### config.mk
export PLATFORM = sky130hd
export DESIGN_NAME = rr_mux
export DESIGN_NICKNAME = d
export VERILOG_FILES = /design/src/rtl/rr_mux_pkg.sv /design/src/rtl/rr_arbiter.sv /design/src/rtl/rr_mux.sv
export SDC_FILE = /design/constraint.sdc
export NUM_CORES = 1
export LEC_CHECK = 0
export ABC_AREA = 1
export BUFFER_PORTS_ARGS = -buffer_cell sky130_fd_sc_hd__clkbuf_2
export CAP_MARGIN = 10
export CORE_MARGIN = 2
export CORE_UTILIZATION = 45
export DETAILED_ROUTE_END_ITERATION = 7
export PLACE_DENSITY = 0.75
export SLEW_MARGIN = 10
export SYNTH_ARGS = -nofsm -noshare
export SYNTH_HDL_FRONTEND = slang
export SYNTH_SLANG_ARGS = --single-unit
### constraint.sdc
create_clock -name clk -period 2.3 [get_ports clk]
set_input_delay 0.115 -clock clk [delete_from_list [all_inputs] [get_ports clk]]
set_output_delay 0.115 -clock clk [all_outputs]
set_load 0.02 [all_outputs]
### src/rtl/rr_mux_pkg.sv
// Shared encodings and helpers for the round-robin / fixed-select channel mux.
package rr_mux_pkg;

    localparam int MODE_FIXED = 0;
    localparam int MODE_RR    = 1;

    // Channel index width; never narrower than one bit so CH=2 still gets a real field.
    function automatic int chan_idx_w(input int ch);
        return (ch <= 2) ? 1 : $clog2(ch);
    endfunction

endpackage

### src/rtl/rr_arbiter.sv
// Rotating-priority search: first requester at or after ptr, wrapping at CH.
// Purely combinational; one-hot grant plus encoded index.
module rr_arbiter #(
    parameter int CH = 4,
    parameter int SW = 2
) (
    input  logic [CH-1:0] req,
    input  logic [SW-1:0] ptr,
    output logic [CH-1:0] gnt,
    output logic [SW-1:0] gnt_idx
);

    // One spare bit so ptr+i cannot overflow before the modulo-CH correction.
    logic [SW:0] cand;
    logic        found;

    always_comb begin
        gnt     = '0;
        gnt_idx = '0;
        found   = 1'b0;
        cand    = '0;
        for (int i = 0; i < CH; i++) begin
            cand = {1'b0, ptr} + (SW+1)'(i);
            if (cand >= (SW+1)'(CH)) begin
                cand = cand - (SW+1)'(CH);
            end
            if (!found && req[cand[SW-1:0]]) begin
                found                = 1'b1;
                gnt[cand[SW-1:0]]    = 1'b1;
                gnt_idx              = cand[SW-1:0];
            end
        end
    end

endmodule

### src/rtl/rr_mux.sv
// CH-to-1 channel mux into a single output register; round-robin or sel-driven grant.
// One cycle accept-to-output; in_ready only when the output slot is empty or draining.
module rr_mux
    import rr_mux_pkg::*;
#(
    parameter int W    = 4,
    parameter int CH   = 4,
    parameter int MODE = MODE_RR,
    parameter int SW   = chan_idx_w(CH)
) (
    input  logic            clk,
    input  logic            rst_n,
    input  logic [CH*W-1:0] in_data,
    input  logic [CH-1:0]   in_valid,
    output logic [CH-1:0]   in_ready,
    input  logic [SW-1:0]   sel,
    output logic [W-1:0]    out_data,
    output logic            out_valid,
    input  logic            out_ready,
    output logic [SW-1:0]   out_ch
);

    logic [CH-1:0] fix_gnt;
    logic [CH-1:0] rr_gnt;
    logic [CH-1:0] gnt;
    logic [SW-1:0] rr_idx;
    logic [SW-1:0] gnt_idx;
    logic          slot_free;
    logic          accept;

    logic [SW-1:0] ptr_q,       ptr_d;
    logic [W-1:0]  out_data_q,  out_data_d;
    logic [SW-1:0] out_ch_q,    out_ch_d;
    logic          out_valid_q, out_valid_d;

    rr_arbiter #(
        .CH (CH),
        .SW (SW)
    ) u_arb (
        .req     (in_valid),
        .ptr     (ptr_q),
        .gnt     (rr_gnt),
        .gnt_idx (rr_idx)
    );

    // Fixed-select grant: an out-of-range sel matches no channel, so nothing is granted.
    always_comb begin
        fix_gnt = '0;
        for (int k = 0; k < CH; k++) begin
            if (sel == SW'(k)) begin
                fix_gnt[k] = in_valid[k];
            end
        end
    end

    assign gnt       = (MODE == MODE_RR) ? rr_gnt : fix_gnt;
    assign gnt_idx   = (MODE == MODE_RR) ? rr_idx : sel;
    assign slot_free = !out_valid_q || out_ready;
    // rst_n gates the handshake so no channel sees a grant while the block is held in reset.
    assign in_ready  = (rst_n && slot_free) ? gnt : '0;
    assign accept    = |in_ready;

    always_comb begin
        out_data_d  = out_data_q;
        out_ch_d    = out_ch_q;
        out_valid_d = out_valid_q;
        ptr_d       = ptr_q;
        for (int k = 0; k < CH; k++) begin
            if (in_ready[k]) begin
                out_data_d = in_data[k*W +: W];
            end
        end
        if (accept) begin
            out_ch_d    = gnt_idx;
            out_valid_d = 1'b1;
            if (MODE == MODE_RR) begin
                ptr_d = (gnt_idx == SW'(CH-1)) ? '0 : gnt_idx + 1'b1;
            end
        end else if (out_ready) begin
            out_valid_d = 1'b0;
        end
    end

    always_ff @(posedge clk or negedge rst_n) begin
        if (!rst_n) begin
            ptr_q       <= '0;
            out_data_q  <= '0;
            out_ch_q    <= '0;
            out_valid_q <= 1'b0;
        end else begin
            ptr_q       <= ptr_d;
            out_data_q  <= out_data_d;
            out_ch_q    <= out_ch_d;
            out_valid_q <= out_valid_d;
        end
    end

    assign out_data  = out_data_q;
    assign out_ch    = out_ch_q;
    assign out_valid = out_valid_q;

endmodule

==> metrics.md, run 1 <==
| Metric | Value |
|---|---|
| Post-synthesis register bit count | `9` |
| Largest stage delay on the critical path | `0.37 ns` |
| Seq/Total Area, Yosys | `0.216` |
| Outcome | `finished clean` |
| Crit path kind | `reg -> out` |
| Met2 usage | `0.335` |
| I/O Pins | `36` |
| Delay-heaviest family, CP | `simple AND/OR/NAND/NOR gates` |
| Hold Crit Class | `in -> reg` |
| Setup WS post-layout | `between 0.1 and 0.15 ns` |
| Vias in the first global route | `1043` |
| HPWL Detailed | `between 1.5 and 2 mm` |
| Via density | `a little under 5` |
| CTS Buf Count | `3` |
| H-tree depth | `1` |
| Setup WS pre-CTS | `around 0.11 ns` |
| CTS max path bufs | `2` |
| Overflow after GRT | `0` |
| Worst hold start | `out_ready` |
| Area share of the largest cell type after synthesis | `0.220` |
| Worst-path clk slew | `~0.060 ns` |
| Final Slew Violations | `0` |
| Fillers | `199` |
| Grt met3 use | `0.0201` |
| Initial drt markers | `14` |
| Period utilisation layout | `0.935` |
| Mapped cell area | `around 1000 µm²` |
| Design area | `approximately 1300 µm²` |
| CTS sink count | `9` |
| FF/Latch Area | `between 200 and 250 µm²` |
| Lkg Pwr | `between 0.0007 and 0.0008 µW` |
| Final setup viols | `0` |
| Worst path slowest cell | `dfrtp_1` |
| Die Y | `around 52 µm` |
| P&R area growth vs syn | `27.9%` |
| Final min period | `roughly 2.2 ns` |
| Total GRT Usage | `0.199` |
| Number of port buffers | `33` |
| Maximum VDD drop | `approximately 1.2 mV` |
| Effective utilization at floorplan | `0.475` |
| Crit path capture type | `output pin` |
| CP required | `2.18 ns` |
| Critical-path maximum fanout | `6` |
| Critical path launch point | `ptr_q[1]` |
| Worst slew margin | `0.701` |
| Pin count of the biggest net entering global routing | `15` |
| Post-route antenna net violation count | `0` |
| Nets | `233` |
| Inserted Diodes | `0` |
| CORE AREA | `roughly 2200 µm²` |
| Pre-antenna DRT Iters | `4` |
| CP Buf/Inv Count | `4` |
| Power Density | `1710 nW/µm²` |
| Max Clk Rate | `between 400 and 500 MHz` |
| Total Power | `~2300 µW` |
| R2r startpoint | `ptr_q[1]` |
| Max-cap violations | `0` |
| Yosys warning total | `0` |
| Final wirelength | `~2.5 mm` |
| Initial antenna violation count | `0` |
| Placed instance area | `1240 µm²` |
| Crit start category | `register` |
| Die Wd | `between 50 and 60 µm` |
| GR peak layer | `met2` |
| Via Count | `between 1000 and 1500` |
| Wirelength per Cell | `10.9 µm` |
| Area of the multi-input gates | `approximately 760 µm²` |
| Layout cells sized above 1 | `0.340` |
| Routability congestion estimate | `0.902` |
| Top cell type by total area after synthesis | `nand2_1` |
| Worst slew pin tran | `approximately 0.45 ns` |
| CTS root buf | `clkbuf_4` |
| Total negative slack | `0 ns` |
| Net Count, Synth | `190` |
| R2R Setup Slk | `0.23 ns` |
| # DRC | `0` |
| TritonCTS clock tree | `built` |
| Main area contributors after synthesis | `nand2_1 22%, dfrtp_1 22%, ha_1 8.4%` |
| WP data arrival | `2.04 ns` |
| Unique masters post-synth | `28` |
| Skew final | `~0.0028 ns` |
| Cells after Synth | `roughly 160` |
| Final count of hold timing violations | `0` |
| First-pass GRT wire length | `about 4.2 mm` |
| Row Count | `17` |
| Die area | `between 2000 and 3000 µm²` |
| RSZ-0062 raised after global routing | `no` |
| Critical path, cell by cell | `inv_1, ha_4, inv_1, nand3_1, nand2_2, nand2_1, nor2_2, nand2_1, nand3_2, nand2_2, inv_2, buf_4` |
| Util after Layout | `0.608` |
| Worst skew pair latency | `~0.25 ns` |
| Syn_area_per_cell | `around 6.6 µm²` |
| GRT met1 Usage | `0.261` |
synthesized netlist by cell type:
master and instances:
a21boi_0 4, a21boi_1 1, a21oi_1 2, a21oi_2 2, buf_1 1, buf_6 2
dfrtp_1 9, ha_1 7, inv_1 12, inv_2 2, inv_4 1, nand2_1 61
nand2_2 1, nand2_4 4, nand3_1 14, nand3_2 4, nand3_4 1, nand4_1 4
nor2_1 14, nor2_2 2, nor2_4 1, o211ai_1 1, o21a_1 1, o21ai_0 3
o21ai_1 1, o21ai_2 1, o21ai_4 1, xor2_1 1
logic make-up after synthesis:
logic type	after synthesis	synth area share
xor gates and xnor gates	1	0.00841
and+or+nand+nor	106	0.489
AOI/OAI and AO/OA	17	0.120
DFF	9	0.216
adders and majority gates	7	0.0841
buffers and inverters	18	0.0817
path summary, 6_finish.rpt:
path,depth (start not counted),end
worst min-delay path,2,out_valid
min in group asynchronous,2,out_valid
worst max-delay path,12,in_ready[3]
worst max register to register,13,register
max in group asynchronous,2,out_data[0]
worst min register to register,2,out_ch[1]
placed cells by master (no fill, tap or decap):
cell type	synthesis	final
o21ai_2	1	1
nand2_2	1	4
a21boi_0	4	4
ha_1	7	6
nand3_2	4	4
clkbuf_2	0	31
xor2_1	1	1
clkbuf_1	0	1
inv_1	12	11
a21boi_1	1	1
nand2_4	4	4
inv_2	2	3
dlygate4sd3_1	0	1
inv_4	1	1
nor2_2	2	1
o21ai_1	1	1
nand2_1	61	58
buf_4	0	8
nor2_1	14	14
nand3_1	14	14
a21oi_1	2	2
nand3_4	1	1
o211ai_1	1	1
o21ai_4	1	1
nor2_4	1	2
a21oi_2	2	2
nand4_1	4	4
o21a_1	1	1
ha_4	0	1
o21ai_0	3	3
clkbuf_4	0	3
dfrtp_1	9	9
buf_2	0	1
per-layer routing:
layer  up-vias  share of wire
met4         0              0
li1        593              -
met5         -              0
met1       509           0.47
met3         0          0.033
met2        22           0.50
report_power, final:
part	internal, µW	switching [µW]
Clock	66.7	52.7
Sequential	250	46.8
Combinational	664	1200
layout make-up:
class                      count  area share
multi-input combinational    131       0.568
timing repair buffer          41       0.173
clock buffer                   4      0.0197
sequential                     9       0.169
tap                           28      0.0263
inverter                      15      0.0442
through the flow:
step	instances	hold slack, ns
after floorplan	158	-0.181
after global placement	220	-0.0194
after detailed placement	220	-0.0102
after CTS	226	0.0573
after global routing	228	0.0726
final	228	0.0696
timing repair:
item | in CTS | in global routing
hold endpoints to repair | 9 | 0
pin swaps | 1 | 1
buffers inserted | 1 | 2
gates cloned | 0 | 0
endpoints found under the setup margin | 2 | 10
hold buffers | 1 | 0
resized for setup | 2 | 8
Note: power is estimated with default switching activity, not from simulation.
==> run 2: changes to the inputs <==
- CORE_UTILIZATION: 45 -> 50
- PLACE_DENSITY: 0.75 -> 0.79
- clock period: 2.3 -> 2.1 ns (I/O delays scaled with it)
==> metrics.md, run 2 (synthesis gave the netlist of run 1 again) <==
| Metric | Value |
|---|---|
| Outcome | `finished clean` |
| Vias in the first global route | `between 1000 and 1500` |
| Critical-path maximum fanout | `7` |
| Nets | `about 240` |
| Dpl cells | `roughly 220` |
| Worst slew pin tran | `0.534 ns` |
| Met2 usage | `0.400` |
| Final min period | `approximately 2.1 ns` |
| GR peak layer | `met2` |
| Worst slew margin | `0.644` |
| Via Count | `1236` |
| Grt met3 use | `0.0212` |
| Final wirelength | `between 3 and 4 mm` |
| Post-route antenna net violation count | `0` |
| CTS Buf Count | `3` |
| Crit path capture type | `register` |
| Power Density | `1990 nW/µm²` |
| Commonest non-fill, non-tap cells in the layout | `45 x nand2_1, 29 x clkbuf_2, 15 x nand2_2, 14 x buf_4` |
| Die area | `2460 µm²` |
| CTS root buf | `clkbuf_4` |
| Initial drt markers | `26` |
| R2R Setup Slk | `0.0006 ns` |
| CTS max path bufs | `2` |
| H-tree depth | `1` |
| Crit path kind | `reg -> reg` |
| First-pass GRT wire length | `~4.5 mm` |
| Design area | `~1500 µm²` |
| Overflow after GRT | `0` |
| Inserted Diodes | `0` |
| Pre-antenna DRT Iters | `4` |
| Die Wd | `between 40 and 50 µm` |
| CP required | `roughly 2.3 ns` |
| Pin count of the biggest net entering global routing | `15` |
| Fin Hold WS | `between 0.03 and 0.04 ns` |
| Maximum VDD drop | `1.47 mV` |
| Total negative slack | `0 ns` |
| RSZ-0062 raised after global routing | `yes` |
| TritonCTS clock tree | `built` |
| Crit start category | `register` |
| Via density | `approximately 5.3` |
| Initial antenna violation count | `0` |
| Effective utilization at floorplan | `0.531` |
| WP data arrival | `approximately 2.3 ns` |
| Max-cap violations | `0` |
| HPWL Detailed | `between 1.5 and 2 mm` |
| Die Y | `between 40 and 50 µm` |
| Routability congestion estimate | `0.896` |
| Commonest non-fill, non-tap cell in the layout | `nand2_1` |
| Wirelength per Cell | `between 10 and 15 µm` |
| Lkg Pwr | `0.000830 µW` |
| Placed instance area | `approximately 1300 µm²` |
| CORE AREA | `about 2000 µm²` |
| Layout Cells excl Fill | `~240` |
| Worst-path clk slew | `about 0.060 ns` |
| Worst skew pair latency | `roughly 0.26 ns` |
| GRT met1 Usage | `0.283` |
| Total GRT Usage | `0.226` |
| P&R area growth vs syn | `46.8%` |
| Skew final | `between 0.008 and 0.009 ns` |
| # DRC | `0` |
| Period utilisation layout | `1.00` |
| Final count of hold timing violations | `0` |
| Max Clk Rate | `between 400 and 500 MHz` |
| Number of port buffers | `33` |
| CTS sink count | `9` |
| I/O Pins | `36` |
| Hold Crit Class | `in -> reg` |
| Final Slew Violations | `0` |
| Row Count | `16` |
| Layout cells sized above 1 | `0.481` |
| Final setup viols | `0` |
## run 2: routing by layer
| layer | vias up | share of wire |
|---|---|---|
| met5 | - | 0 |
| met4 | 0 | 0.020 |
| met3 | 8 | 0.060 |
| met2 | 57 | 0.51 |
| met1 | 558 | 0.41 |
| li1 | 613 | - |
## run 2: worst paths after layout
kind                       depth (start not counted)           to       from
min                                                2    out_valid  out_ready
min reg2reg                                        2    out_ch[1]  out_ch[1]
max in group asynchronous                          2    async pin      rst_n
max                                               13  out_data[1]   register
max reg2reg                                       13  out_data[1]   register
min in group asynchronous                          2     ptr_q[1]      rst_n
## run 2: area by class of cell
class                   count  area (µm²)
repair buffers             48         305
multi-input cells         132         865
well taps                  27        33.8
clock buffers               4        26.3
inverters                  15        71.3
flip-flops and latches      9         226
fillers                   148         434
## run 2: report_power, final
group	internal, µW	total (µW)	switching (µW)
sequential	275	332	56.7
combinational	983	2580	1590
clock	73.1	132	58.5
total	1330	3040	1710
## run 2: stage by stage
stage	power, µW	setup WS [ns]	util
finish	3040	0.000574	0.779
floorplan	1910	0.0212	-
CTS	2550	-0.0120	0.689
global placement	2300	0.0632	0.660
detailed placement	2360	0.0164	0.660
global route	3300	-0.124	0.779
## run 2: repair_timing
action / CTS / global route
hold buffers: 1 / 0
resized for setup: 6 / 42
setup buffers: 1 / 6
gates cloned: 0 / 1
endpoints found under the hold margin: 9 / 0
setup endpoints to repair: 4 / 13
pin swaps: 2 / 16
## run 2: critical path, stage by stage, from the launching register on
cell,delay (ns)
dfrtp_2,0.42
inv_8,0.05
ha_4,0.30
inv_4,0.05
nand3_2,0.08
nand2_4,0.06
nor2_4,0.21
a21boi_0,0.12
nand3_1,0.14
o21ai_2,0.12
nand2_4,0.18
nand2_1,0.08
nor2_2,0.11
nor2_1,0.04
